--- src/rtl/row_loader_pkg.sv ---
// Shared types and helpers for the systolic row loader and its memA/memB neighbours.
// Also defines the elaboration-time width check used by modules that unpack row words.
package row_loader_pkg;

    typedef enum logic [2:0] {
        StIdle,
        StLoadA,
        StLoadB,
        StFlush,
        StRun,
        StDone
    } ld_state_t;

    // Length of one skewed compute pass over a DIM x DIM array.
    function automatic int unsigned run_cycles(input int unsigned dim);
        return 3 * dim - 2;
    endfunction

endpackage

`ifndef ROW_LOADER_CHECK_W
`define ROW_LOADER_CHECK_W(DW, BW, DM) \
    if ((DW) != (BW) * (DM)) begin : g_width_check \
        $error("row_loader: DATA_W must equal BITS_AB*DIM"); \
    end
`endif

--- src/rtl/ld_counter.sv ---
// Width-parameterised up-counter with synchronous clear, increment and terminal count.
// Incrementing at the terminal value wraps back to zero.
module ld_counter #(
    parameter int unsigned Width  = 3,
    parameter int unsigned MaxVal = 7
) (
    input  logic             clk_i,
    input  logic             rst_i,
    input  logic             clr_i,
    input  logic             inc_i,
    output logic [Width-1:0] cnt_o,
    output logic             tc_o
);

    logic [Width-1:0] cnt_q, cnt_d;

    assign tc_o  = (cnt_q == Width'(MaxVal));
    assign cnt_o = cnt_q;

    always_comb begin
        cnt_d = cnt_q;
        if (clr_i) begin
            cnt_d = '0;
        end else if (inc_i) begin
            cnt_d = tc_o ? '0 : cnt_q + Width'(1);
        end
    end

    always_ff @(posedge clk_i) begin
        if (rst_i) begin
            cnt_q <= '0;
        end else begin
            cnt_q <= cnt_d;
        end
    end

endmodule

--- src/rtl/row_loader.sv ---
// Loads DIM rows into memA then DIM rows into memB from a packed word stream,
// then enables the array for one skewed compute pass and pulses done.
module row_loader
    import row_loader_pkg::*;
#(
    parameter int unsigned BITS_AB = 8,
    parameter int unsigned DIM     = 8,
    parameter int unsigned DATA_W  = 64,
    localparam int unsigned RowW   = (DIM > 1) ? $clog2(DIM) : 1
) (
    input  logic                            clk_i,
    input  logic                            rst_i,
    input  logic                            start_i,
    input  logic                            in_valid_i,
    output logic                            in_ready_o,
    input  logic [DATA_W-1:0]               in_data_i,
    output logic                            a_wr_en_o,
    output logic [RowW-1:0]                 a_row_o,
    output logic [DIM-1:0][BITS_AB-1:0]     a_in_o,
    output logic                            b_wr_en_o,
    output logic [RowW-1:0]                 b_row_o,
    output logic [DIM-1:0][BITS_AB-1:0]     b_in_o,
    output logic                            en_o,
    output logic                            busy_o,
    output logic                            done_o
);

    localparam int unsigned RunCycles = run_cycles(DIM);
    localparam int unsigned RunW      = (RunCycles > 1) ? $clog2(RunCycles) : 1;

    `ROW_LOADER_CHECK_W(DATA_W, BITS_AB, DIM)

    ld_state_t state_q, state_d;

    logic            accept;
    logic [RowW-1:0] row_cnt;
    logic            row_tc;
    logic [RunW-1:0] run_cnt;
    logic            run_tc;

    logic                        a_wr_en_q, a_wr_en_d;
    logic [RowW-1:0]             a_row_q, a_row_d;
    logic [DIM-1:0][BITS_AB-1:0] a_in_q, a_in_d;
    logic                        b_wr_en_q, b_wr_en_d;
    logic [RowW-1:0]             b_row_q, b_row_d;
    logic [DIM-1:0][BITS_AB-1:0] b_in_q, b_in_d;

    assign in_ready_o = (state_q == StLoadA) || (state_q == StLoadB);
    assign accept     = in_valid_i && in_ready_o;
    assign en_o       = (state_q == StRun);
    assign busy_o     = (state_q != StIdle);
    assign done_o     = (state_q == StDone);

    // Row counter wraps to 0 after row DIM-1, so the B load starts at row 0 on its own.
    ld_counter #(
        .Width  (RowW),
        .MaxVal (DIM - 1)
    ) u_row_cnt (
        .clk_i (clk_i),
        .rst_i (rst_i),
        .clr_i ((state_q == StIdle) && start_i),
        .inc_i (accept),
        .cnt_o (row_cnt),
        .tc_o  (row_tc)
    );

    ld_counter #(
        .Width  (RunW),
        .MaxVal (RunCycles - 1)
    ) u_run_cnt (
        .clk_i (clk_i),
        .rst_i (rst_i),
        .clr_i (state_q != StRun),
        .inc_i (state_q == StRun),
        .cnt_o (run_cnt),
        .tc_o  (run_tc)
    );

    always_comb begin
        state_d = state_q;
        unique case (state_q)
            StIdle:  if (start_i) state_d = StLoadA;
            StLoadA: if (accept && row_tc) state_d = StLoadB;
            StLoadB: if (accept && row_tc) state_d = StFlush;
            StFlush: state_d = StRun;
            StRun:   if (run_tc) state_d = StDone;
            StDone:  state_d = StIdle;
            default: state_d = StIdle;
        endcase
    end

    // Row address and data hold their last value between writes; only the strobe drops.
    always_comb begin
        a_wr_en_d = accept && (state_q == StLoadA);
        b_wr_en_d = accept && (state_q == StLoadB);
        a_row_d   = a_row_q;
        a_in_d    = a_in_q;
        b_row_d   = b_row_q;
        b_in_d    = b_in_q;
        if (a_wr_en_d) begin
            a_row_d = row_cnt;
            a_in_d  = in_data_i;
        end
        if (b_wr_en_d) begin
            b_row_d = row_cnt;
            b_in_d  = in_data_i;
        end
    end

    always_ff @(posedge clk_i) begin
        if (rst_i) begin
            state_q   <= StIdle;
            a_wr_en_q <= 1'b0;
            a_row_q   <= '0;
            a_in_q    <= '0;
            b_wr_en_q <= 1'b0;
            b_row_q   <= '0;
            b_in_q    <= '0;
        end else begin
            state_q   <= state_d;
            a_wr_en_q <= a_wr_en_d;
            a_row_q   <= a_row_d;
            a_in_q    <= a_in_d;
            b_wr_en_q <= b_wr_en_d;
            b_row_q   <= b_row_d;
            b_in_q    <= b_in_d;
        end
    end

    assign a_wr_en_o = a_wr_en_q;
    assign a_row_o   = a_row_q;
    assign a_in_o    = a_in_q;
    assign b_wr_en_o = b_wr_en_q;
    assign b_row_o   = b_row_q;
    assign b_in_o    = b_in_q;

    // The run counter must be idle whenever the array is not running.
    assert property (@(posedge clk_i) disable iff (rst_i)
        (state_q != StRun) |-> (run_cnt == '0));

endmodule

--- config.mk ---
export PLATFORM = sky130hd
export DESIGN_NAME = row_loader
export DESIGN_NICKNAME = d
export VERILOG_FILES = /design/src/rtl/row_loader_pkg.sv /design/src/rtl/ld_counter.sv /design/src/rtl/row_loader.sv
export SDC_FILE = /design/constraint.sdc
export NUM_CORES = 1
export LEC_CHECK = 0
export ABC_AREA = 1
export ABC_CLOCK_PERIOD_IN_PS = 2300
export CORE_AREA = 5 5 113 115
export DETAILED_ROUTE_END_ITERATION = 8
export DIE_AREA = 0 0 118 120
export PLACE_DENSITY = 0.89
export SYNTH_ARGS = -nofsm -noshare
export SYNTH_HDL_FRONTEND = slang
export SYNTH_SLANG_ARGS = --single-unit
--- constraint.sdc ---
create_clock -name clk_i -period 2.3 [get_ports clk_i]
set_clock_uncertainty 0.2 [all_clocks]
set_input_delay 0.23 -clock clk_i [delete_from_list [all_inputs] [get_ports clk_i]]
set_output_delay 0.23 -clock clk_i [all_outputs]
set_load 0.05 [all_outputs]
==> Word-level counts from Yosys, hierarchy flattened <==
Cells that the tools add are included.
{ "classes": {"addsub": 2, "mul": 0, "div_mod_pow": 0, "n_lt_le_gt_ge": 0, "n_eq_ne": 12, "shift": 0, "muxes": 7, "bitwise_logic": 0, "n_reduce_logical": 11} }
{ "ops": {"columns": ["op", "n"], "rows": [
  ["$mux W3", 5],
  ["$pmux W3 S5", 1],
  ["$eq A3 B3 Y1 const B", 3],
  ["$eq A3 B2 Y1 const B", 2],
  ["$ne A2 B1 Y1 const B", 3],
  ["$add A5 B1 Y5 const B", 1],
  ["$eq A5 B5 Y1 const B", 1],
  ["$logic_and A1 B1 Y1", 5],
  ["$mux W5", 1],
  ["$reduce_and A4 Y1", 1],
  ["$reduce_or A2 Y1", 2],
  ["$add A3 B1 Y3 const B", 1],
  ["$eq A3 B1 Y1 const B", 1],
  ["$logic_not A3 Y1", 1],
  ["$ne A3 B3 Y1 const B", 1],
  ["$reduce_bool A3 Y1", 1],
  ["$ne A2 B2 Y1 const B", 1],
  ["$logic_or A1 B1 Y1", 1]
]} }
{ "totals": {"regBits": 147, "latch_bits": 0, "mem_bits_rw": 0, "mem_bits_ro": 0, "inputBits": 68, "output_inout_bits": 140, "word_cells": 55, "memories": 0} }

==> Longest topological paths before layout <==
Gate-level depths: netlist of the first run.
{ "depth": {"depth_word": 6, "ltp_mapped": 10, "mapped_depth_nobuf": 10} }

==> By module <==
A second synthesis of the first run with hierarchy kept.
{ "hier_totals": {"cells_unflattened": 684, "hier_area_um2": 5297.6} }
{ "modules_own_cells": {"columns": ["mod", "instances", "cells_per_inst", "area_per_inst_um2", "seq_area_each_um2"], "rows": [
  ["row_loader", 1, 624, 4869.7, 2782.7],
  ["ld_counter (u_run_cnt)", 1, 39, 274.0, 100.1],
  ["ld_counter (u_row_cnt)", 1, 21, 153.9, 60.1]
]} }

==> Least setup slack after synthesis of the first run <==
No wires, ideal clock.
{ "synth_timing": {"kind": "reg2out", "from": "reg state_q[0]", "to": "out done_o", "t_arrival_ns": 1.597, "setup_slack_ns": 0.273, "stages_incl_launch_ff": 3, "n_path_buf": 0, "cell_sequence": "dfxtp_1 inv_2 nor3_1"} }
{ "synth_via": {"elab_chain_len": 1} }
{ "synth_lines": {"columns": ["item", "line_no", "text"], "rows": [
  ["start: declaration", "row_loader.sv:33", "ld_state_t state_q, state_d;"],
  ["start signal: assignment", "row_loader.sv:112", "state_q <= StIdle;"],
  ["start signal: assignment", "row_loader.sv:120", "state_q <= state_d;"],
  ["$eq A3 B3 Y1", "row_loader.sv:52", "assign done_o = (state_q == StDone);"],
  ["end: declaration", "row_loader.sv:25", "output logic done_o"]
]} }
Every way passes these cells.

==> Final worst setup path of the first run <==
{ "layout_timing": {"from": "reg a_in_q (netlist bit a_in_o[7])", "to": "out a_in_o[7] in the netlist's numbering"} }
{ "layout_lines": {"columns": ["item", "line_no", "text"], "rows": [
  ["start: declaration", "row_loader.sv:43", "logic [DIM-1:0][BITS_AB-1:0] a_in_q, a_in_d;"],
  ["start signal: assignment", "row_loader.sv:123", "a_in_q <= a_in_d;"],
  ["end: declaration", "row_loader.sv:19", "output logic [DIM-1:0][BITS_AB-1:0] a_in_o,"]
]} }
No word-level cell between the ends.

==> results of run 1 <==
[area by class of cell]
| cell class | instances | area share (%) |
|---|---|---|
| Clock buffer | 22 | 5.97 |
| Timing Repair Buffer | 215 | 26.8 |
| Clock inverter | 9 | 2.16 |
| Sequential cell | 147 | 36.3 |
| Multi-Input combinational cell | 393 | 22.9 |
| Inverter | 78 | 3.64 |
| Tap cell | 147 | 2.27 |
[logic make-up (layout without fill, tap and decap cells)]
group,Yosys count,in the layout,share of synthesized area (%)
AOI/OAI and AO/OA,209,209,19.6
and+or+nand+nor,177,177,13.6
DFF,147,147,54.8
buffers and inverters,121,324,10.6
adders and majority gates,4,4,0.932
xor gates and xnor gates,3,3,0.490
[final timing paths]
| path | slack [ps] | depth (start not counted) | end | from |
|---|---|---|---|---|
| worst min register to register | 240 | 2 | a_in_o[31]$_SDFFE_PP0P_ | a_in_o[31]$_SDFFE_PP0P_ |
| worst max-delay path | 280 | 1 | a_in_o[7] | a_in_o[7]$_SDFFE_PP0P_ |
| worst min-delay path | 240 | 2 | a_in_o[31]$_SDFFE_PP0P_ | a_in_o[31]$_SDFFE_PP0P_ |
| worst max register to register | 650 | 5 | b_in_o[1]$_SDFFE_PP0P_ | state_q[0]$_SDFFE_PP0P_ |
[cells in the final DEF (no fill, tap or decap), drive strengths merged, types with 5 or more instances in the layout]
cell type	n
dfxtp	147
inv	78
nand3	6
clkdlybuf4s50	203
nand2	17
bufinv	5
a21oi	71
nor2	149
o21ai	136
buf	12
clkbuf	22
[sequential cells by signal (all words and copies together), names as in the netlist]
register	cells
a_in_o	64
b_in_o	64
u_run_cnt.cnt_o	5
a_row_o	3
b_row_o	3
state_q	3
u_row_cnt.cnt_o	3
a_wr_en_o	1
b_wr_en_o	1
[routing by layer]
| metal | part of all wire (%) | vias up | track usage (%) | wire (microns) |
|---|---|---|---|---|
| met5 | 0 | - | 0 | 0 |
| met4 | 2.0 | 0 | 8.10 | 287 |
| met3 | 7.1 | 20 | 6.55 | 1030 |
| met2 | 51 | 168 | 34.6 | 7410 |
| met1 | 40 | 2261 | 22.7 | 5800 |
| li1 | - | 2505 | - | - |
[through the flow]
step	cells	utilization, %	hold slack [ps]
after detailed placement	980	63.6	235
after global routing	1011	69.2	258
after CTS	1011	69.2	243
final	1011	69.2	240
after global placement	980	63.6	229
after floorplan	661	-	102
[power by group through the flow]
stage               combinational [W]  clock [W]  sequential, W
global placement              0.00111          0        0.00279
floorplan                    0.000298          0        0.00319
CTS                           0.00113    0.00309        0.00274
finish                        0.00112    0.00304        0.00274
global route                  0.00119    0.00322        0.00275
detailed placement            0.00112          0        0.00279
==> results.py, run 1 <==
metrics = {
    "outcome": {
        "status": "complete, no violations",
    },
    "critical_path": {
        "path_cells": "clkdlybuf4s50_1",
        "arrival_ps": 1590,
        "cp-end-kind": "output port",
        "required_ps": 1870,
        "cp_slowest_cell": "clkdlybuf4s50_1",
        "path_delay_family": "buffers and inverters",
        "worst-setup-path-type": "reg -> out",
        "cp-start-kind": "register",
        "cp_max_fo": 2,
        "slowest_delay_ps": 850,
        "cp_num_buf_inv": 1,
    },
    "power_and_ir_drop": {
        "p_sw_w": 0.00180,
        "irDropWorstVdd_uv": 738,
        "sw_frac_of_total_pct": 26.1,
        "p_seq_share_pct": 39.7,
        "cellInternalPower_w": 0.00510,
        "power_density_nw_per_um2": 851,
        "p_leak_nw": 2.98,
        "p_total_w": 0.00690,
        "power_frac_clock_pct": 44.1,
        "power_frac_comb_pct": 16.3,
    },
    "route": {
        "first_iter_violations": 467,
        "wl_per_cell_microns": 14.4,
        "via_count": 4954,
        "via_per_inst": 4.90,
        "final_antenna_net_count": 0,
        "totalWireLength_microns": 14500,
        "drc_errors": 0,
        "drtPass1Iterations": 4,
    },
    "grt": {
        "grt_max_degree": 101,
        "overflow": 0,
        "grt_pass1_wl_microns": 23100,
        "antenna_found_initial": 0,
        "grt_usage_pct": 20.0,
        "grt_pass1_vias": 4599,
    },
    "cts": {
        "clock_latency_ps": 410,
        "cts_hold_buf": 0,
        "cts_sinks": 147,
        "cts_tree": "yes",
        "post_cts_buffers": 0,
        "cts_resized": 0,
        "cts_max_path_buffers": 2,
        "numCtsBuffers": 17,
        "cts_root_buffer": "clkbuf_16",
        "clkSlewWorstSetupHoldPaths_ps": 60,
        "cts_max_level": 4,
    },
    "job": {
        "cap_violations": 0,
    },
    "logic_synthesis": {
        "async_flop_share_pct": 0,
        "yosysWarnings": 0,
        "yosysSeqAreaShare_pct": 54.8,
        "synthFlopType": "dfxtp_1",
        "avgSynthCellArea_sq_um": 8.12,
        "syn_area_sq_um": 5370,
        "synth_fp_nets": 733,
        "synth_cell_types": 27,
        "synth_top_area_share_pct": 54.8,
        "synth_cells": 661,
        "synth_most_common_cell": "dfxtp_1",
        "synthTopCellsByArea": "dfxtp_1 (55%), o21ai_0 (12%), nor2_1 (10%), a21oi_1 (6.6%), inv_1 (5.0%)",
        "synth_edf_count": 0,
        "synth-seq-cells": 147,
        "synthTopCellsByCount": "dfxtp_1 (147), nor2_1 (145), o21ai_0 (124)",
        "yosys.area.top_type": "dfxtp_1",
    },
    "die": {
        "design.die.area_sq_um": 14200,
        "num_rows": 40,
        "dieWidth_microns": 118,
        "floorplan.initialDensity_pct": 45.8,
        "ios": 208,
        "core_area_sq_um": 11700,
        "chipHeight_microns": 120,
    },
    "cells_and_area": {
        "drive_gt1_share_pct": 6.37,
        "final-seq-area_sq_um": 2940,
        "fin_area_sq_um": 8110,
        "fillCellCount": 912,
        "area_delta_synth_final_pct": 51.1,
        "nets": 924,
        "multi_input_area_sq_um": 1860,
        "n_antenna_cell": 0,
    },
    "timing": {
        "max_freq_ghz": 0.495,
        "hold_viol": 0,
        "finalCritPeriodShare_pct": 87.8,
        "setup_slack_ps": 282,
        "slew_headroom_pct": 62.7,
        "slew_viol_final": 0,
        "finalCriticalPeriod_ps": 2020,
        "setup_viol": 0,
        "tightest_slew_ps": 558,
        "rsz0062_at_grt": "false",
        "tns_ps": 0,
    },
    "placed_design": {
        "placed_area_sq_um": 7450,
        "dp_slack_ps": 312,
        "numPortBuffers": 207,
        "gp_congestion": 0.802,
        "dp_hpwl_microns": 10000,
    },
    "worst_hold_path": {
        "min_path_type": "reg -> reg",
    },
}
No activity file was read; power rests on OpenSTA's default activity.
==> run 2: changes to the inputs <==
Settings changed: ABC_CLOCK_PERIOD_IN_PS 2300 to 1680, CORE_AREA 5 5 113 115 to 5 5 124 126, CTS_CLUSTER_DIAMETER from default to 30, DIE_AREA 0 0 118 120 to 0 0 129 131, PLACE_DENSITY 0.89 to 0.79.
Clock period 2.3 ns to 1.68 ns, I/O delays scaled along.
==> results.py, run 2 (same netlist as run 1, synthesis figures left out) <==
metrics = {
    "critical_path": {
        "path_cells": "nand2_1 > nand2_2 > nor2_4 > buf_12",
        "cp-end-kind": "output port",
        "cp-start-kind": "register",
        "cp_num_buf_inv": 1,
        "path_delay_family": "flip-flops",
        "arrival_ps": 1270,
        "cp_slowest_cell": "dfxtp_4",
        "required_ps": 1310,
        "worst-setup-path-type": "reg -> out",
        "slowest_delay_ps": 380,
        "cp_max_fo": 5,
    },
    "grt": {
        "met1_usage_pct": 20.4,
        "antenna_found_initial": 0,
        "grt_pass1_vias": 4476,
        "grt_max_degree": 62,
        "overflow": 0,
        "top_usage_layer": "met2",
        "gr-usage-met3_pct": 6.34,
        "grt_usage_pct": 16.7,
        "grt_pass1_wl_microns": 22200,
        "grt_util_met2_pct": 27.1,
    },
    "cts": {
        "cts_max_path_buffers": 2,
        "cts_tree": "yes",
        "numCtsBuffers": 17,
        "cts_max_level": 4,
        "clkSlewWorstSetupHoldPaths_ps": 60,
        "cts_root_buffer": "clkbuf_16",
        "clock_latency_ps": 420,
        "cts_sinks": 147,
        "cts_hold_buf": 0,
    },
    "route": {
        "drtPass1Iterations": 4,
        "final_antenna_net_count": 0,
        "via_per_inst": 4.58,
        "drc_errors": 0,
        "first_iter_violations": 289,
        "totalWireLength_microns": 14500,
        "via_count": 4850,
        "wl_per_cell_microns": 13.7,
    },
    "die": {
        "dieWidth_microns": 129,
        "core_area_sq_um": 14200,
        "ios": 208,
        "chipHeight_microns": 131,
        "design.die.area_sq_um": 16900,
        "floorplan.initialDensity_pct": 37.8,
        "num_rows": 44,
    },
    "cells_and_area": {
        "drive_gt1_share_pct": 24.2,
        "n_antenna_cell": 0,
        "fin_area_sq_um": 8100,
        "fillCellCount": 1263,
        "final_cell_count_no_fill": 1060,
        "nets": 935,
        "area_delta_synth_final_pct": 50.9,
        "final_cell_mix": "nor2_1 (144), dfxtp_1 (144), buf_4 (143)",
    },
    "job": {
        "cap_violations": 0,
    },
    "placed_design": {
        "dp.cells": 1025,
        "numPortBuffers": 207,
        "placed_area_sq_um": 7380,
        "dp_hpwl_microns": 10200,
        "gp_congestion": 0.788,
    },
    "timing": {
        "hold_viol": 0,
        "slew_viol_final": 0,
        "rsz0062_at_grt": "true",
        "setup_viol": 0,
        "slew_headroom_pct": 79.1,
        "whs_ps": 178,
        "finalCriticalPeriod_ps": 1640,
        "finalCritPeriodShare_pct": 97.5,
        "tightest_slew_ps": 312,
        "max_freq_ghz": 0.610,
    },
    "power_and_ir_drop": {
        "irDropWorstVdd_uv": 627,
        "p_leak_nw": 3.36,
        "power_density_nw_per_um2": 1170,
        "p_total_w": 0.00946,
    },
    "outcome": {
        "status": "complete, no violations",
    },
    "worst_hold_path": {
        "min_path_type": "in -> reg",
    },
}
[run 2: changes by cell type in the layout (fill, tap and decap cells not counted), moves of 2 or more]
cell / before / now
nor2_4: 2 / 5
buf_12: 4 / 16
nor2_2: 2 / 0
nand2_2: 0 / 3
clkbuf_8: 4 / 2
dfxtp_1: 147 / 144
buf_4: 8 / 143
nand2_1: 16 / 13
dfxtp_4: 0 / 3
clkdlybuf4s50_1: 203 / 67
clkinv_4: 0 / 3
[run 2: timing repair]
item	4_1_cts	5_1_grt
gates resized for setup	6	9
setup endpoints to repair	4	34
pin swaps	1	2
setup buffers	2	1
[run 2: worst register-to-register path: cells and delay by family, from the launching register on]
family	cells	cell delay (ps)
compound gates	1	230
simple gates	3	290
flops	1	390
buf+inv	3	400
[run 2: routing by layer]
metal  part of all wire (%)  wire length (microns)
met1                     43                   6210
met2                     47                   6840
met3                    8.4                   1210
met4                    1.5                    214
met5                      0                      0
[run 2: final timing paths]
| path | cells after the start | start | slack [ps] | end |
|---|---|---|---|---|
| worst min register to register | 2 | a_in_o[7]$_SDFFE_PP0P_ | 240 | a_in_o[7]$_SDFFE_PP0P_ |
| worst max-delay path | 4 | state_q[0]$_SDFFE_PP0P_ | 40 | in_ready_o |
| worst min-delay path | 3 | in_data_i[37] | 180 | b_in_o[37]$_SDFFE_PP0P_ |
| worst max register to register | 7 | state_q[1]$_SDFFE_PP0P_ | 80 | b_in_o[8]$_SDFFE_PP0P_ |
[run 2: layout make-up]
class                   instances  area, sq um  share of cell area, %
inverters                      78          300                   3.71
flip-flops and latches        147         2950                   36.5
repair buffers                226         2060                   25.5
multi-input cells             393         1890                   23.4
clock inverters                13          206                   2.55
well taps                     184          230                   2.84
clock buffers                  19          453                   5.59
[run 2: stage by stage]
step	TNS [ps]	utilization [%]	worst slack, ps
after global routing	-17.8	57.0	-13.6
final	0	57.0	41.4
after floorplan	0	-	15.5
after global placement	-3800	51.9	-92.2
after detailed placement	-7490	51.9	-114
after CTS	-65.0	56.8	-38.1
[run 2: report_power, final]
part | internal (W) | switching [W]
logic | 0.000542 | 0.000998
registers | 0.00365 | 0.0000968
clock network | 0.00271 | 0.00146
total | 0.00691 | 0.00256
==> run 3: changes to the inputs <==
Settings changed: SETUP_SLACK_MARGIN from default to 0.15.
==> results.py, run 3 (same netlist as run 1, synthesis figures left out) <==
metrics = {
    "timing": {
        "hold_viol": 0,
        "finalCriticalPeriod_ps": 1650,
        "max_freq_ghz": 0.607,
        "setup_viol": 0,
        "tightest_slew_ps": 400,
        "slew_viol_final": 0,
        "tns_ps": 0,
        "slew_headroom_pct": 73.1,
        "rsz0062_at_grt": "true",
        "finalCritPeriodShare_pct": 98.0,
    },
    "placed_design": {
        "numPortBuffers": 207,
        "gp_congestion": 0.795,
        "dp_hpwl_microns": 10300,
    },
    "die": {
        "design.die.area_sq_um": 16900,
        "ios": 208,
        "core_area_sq_um": 14200,
        "dieWidth_microns": 129,
        "num_rows": 44,
        "floorplan.initialDensity_pct": 37.8,
        "chipHeight_microns": 131,
    },
    "power_and_ir_drop": {
        "p_total_w": 0.00957,
        "p_leak_nw": 3.40,
        "irDropWorstVdd_uv": 666,
        "power_density_nw_per_um2": 1170,
    },
    "grt": {
        "overflow": 0,
        "grt_max_degree": 71,
        "grt_pass1_vias": 4478,
        "antenna_found_initial": 0,
        "grt_pass1_wl_microns": 22100,
        "grt_usage_pct": 16.7,
    },
    "critical_path": {
        "reg2reg_from": "state_q[0]$_SDFFE_PP0P_",
        "required_ps": 1310,
        "worst-setup-path-type": "reg -> out",
        "cp_max_fo": 4,
        "cp-end-kind": "output port",
        "critPathLaunch": "state_q[1]$_SDFFE_PP0P_",
        "cp-start-kind": "register",
        "arrival_ps": 1280,
    },
    "job": {
        "cap_violations": 0,
    },
    "route": {
        "via_count": 4931,
        "totalWireLength_microns": 14700,
        "drc_errors": 0,
        "first_iter_violations": 231,
        "drtPass1Iterations": 5,
        "final_antenna_net_count": 0,
        "via_per_inst": 4.62,
        "wl_per_cell_microns": 13.8,
    },
    "cells_and_area": {
        "n_antenna_cell": 0,
        "drive_gt1_share_pct": 25.5,
        "final_common_cell": "buf_4",
        "area_delta_synth_final_pct": 53.1,
        "nets": 942,
        "final_cell_mix": "buf_4 (148), nor2_1 (144), dfxtp_1 (142)",
    },
    "cts": {
        "cts_tree": "yes",
        "cts_max_level": 4,
        "cts_root_buffer": "clkbuf_16",
        "cts_sinks": 147,
        "cts_max_path_buffers": 2,
        "numCtsBuffers": 17,
        "clkSlewWorstSetupHoldPaths_ps": 60,
        "clock_latency_ps": 410,
    },
    "worst_hold_path": {
        "min_path_type": "in -> reg",
        "hold_start": "in_data_i[49]",
    },
    "outcome": {
        "status": "complete, no violations",
    },
}
## run 3: timing repair
action,4_1_cts,5_1_grt
gates resized for setup,13,43
cloned,0,0
endpoints found under the setup margin,52,22
hold buffers,0,0
setup buffers,5,3
pin swaps,2,4
## run 3: layout make-up
class	count	area [sq um]
Clock buffer	24	502
Clock inverter	8	170
Fill cell	1273	5990
Inverter	78	318
Multi-Input combinational cell	393	1920
Sequential cell	147	2960
Tap cell	184	230
Timing Repair Buffer	233	2120
## run 3: path summary, 6_finish.rpt
kind | slack, ps | cells after the start | end
worst min-delay path | 180 | 3 | b_in_o[49]$_SDFFE_PP0P_
worst min register to register | 240 | 2 | a_row_o[0]$_SDFFE_PP0P_
worst max register to register | 180 | 8 | u_row_cnt.cnt_o[2]$_SDFFE_PP0N_
worst max-delay path | 30 | 4 | in_ready_o
## run 3: report_power, final
| group | total [W] | internal [W] | leakage, nW | switching, W |
|---|---|---|---|---|
| clock network | 0.00423 | 0.00283 | 0.323 | 0.00140 |
| registers | 0.00375 | 0.00365 | 1.20 | 0.0000974 |
| logic | 0.00159 | 0.000571 | 1.88 | 0.00102 |
| total | 0.00957 | 0.00706 | 3.40 | 0.00252 |
## run 3: critical path: stages (launching register included)
cell     delay [ps]
dfxtp_4         410
nor2_4           60
buf_6           120
nor2_4          130
buf_12          150
## run 3: routing by layer
layer / global-route usage [%] / vias to the layer above / share of wire [%]
li1: - / 2553 / -
met1: 19.2 / 2222 / 42
met2: 27.8 / 134 / 49
met3: 7.20 / 22 / 7.6
met4: 6.05 / 0 / 1.9
met5: 0 / - / 0
## run 3: metrics by stage
stage / std cells / util (%) / hold WS [ps] / setup WS [ps] / area, sq um
6_report: 1067 / 57.8 / 176 / 32.8 / 8220
2_1_floorplan: 661 / - / 39.5 / 144 / 5390
5_1_grt: 1067 / 57.8 / 197 / -22.0 / 8220
3_3_place_gp: 1027 / 51.9 / 231 / -92.6 / 7380
4_1_cts: 1064 / 57.2 / 167 / 33.8 / 8120
3_5_place_dp: 1027 / 51.9 / 234 / -137 / 7380
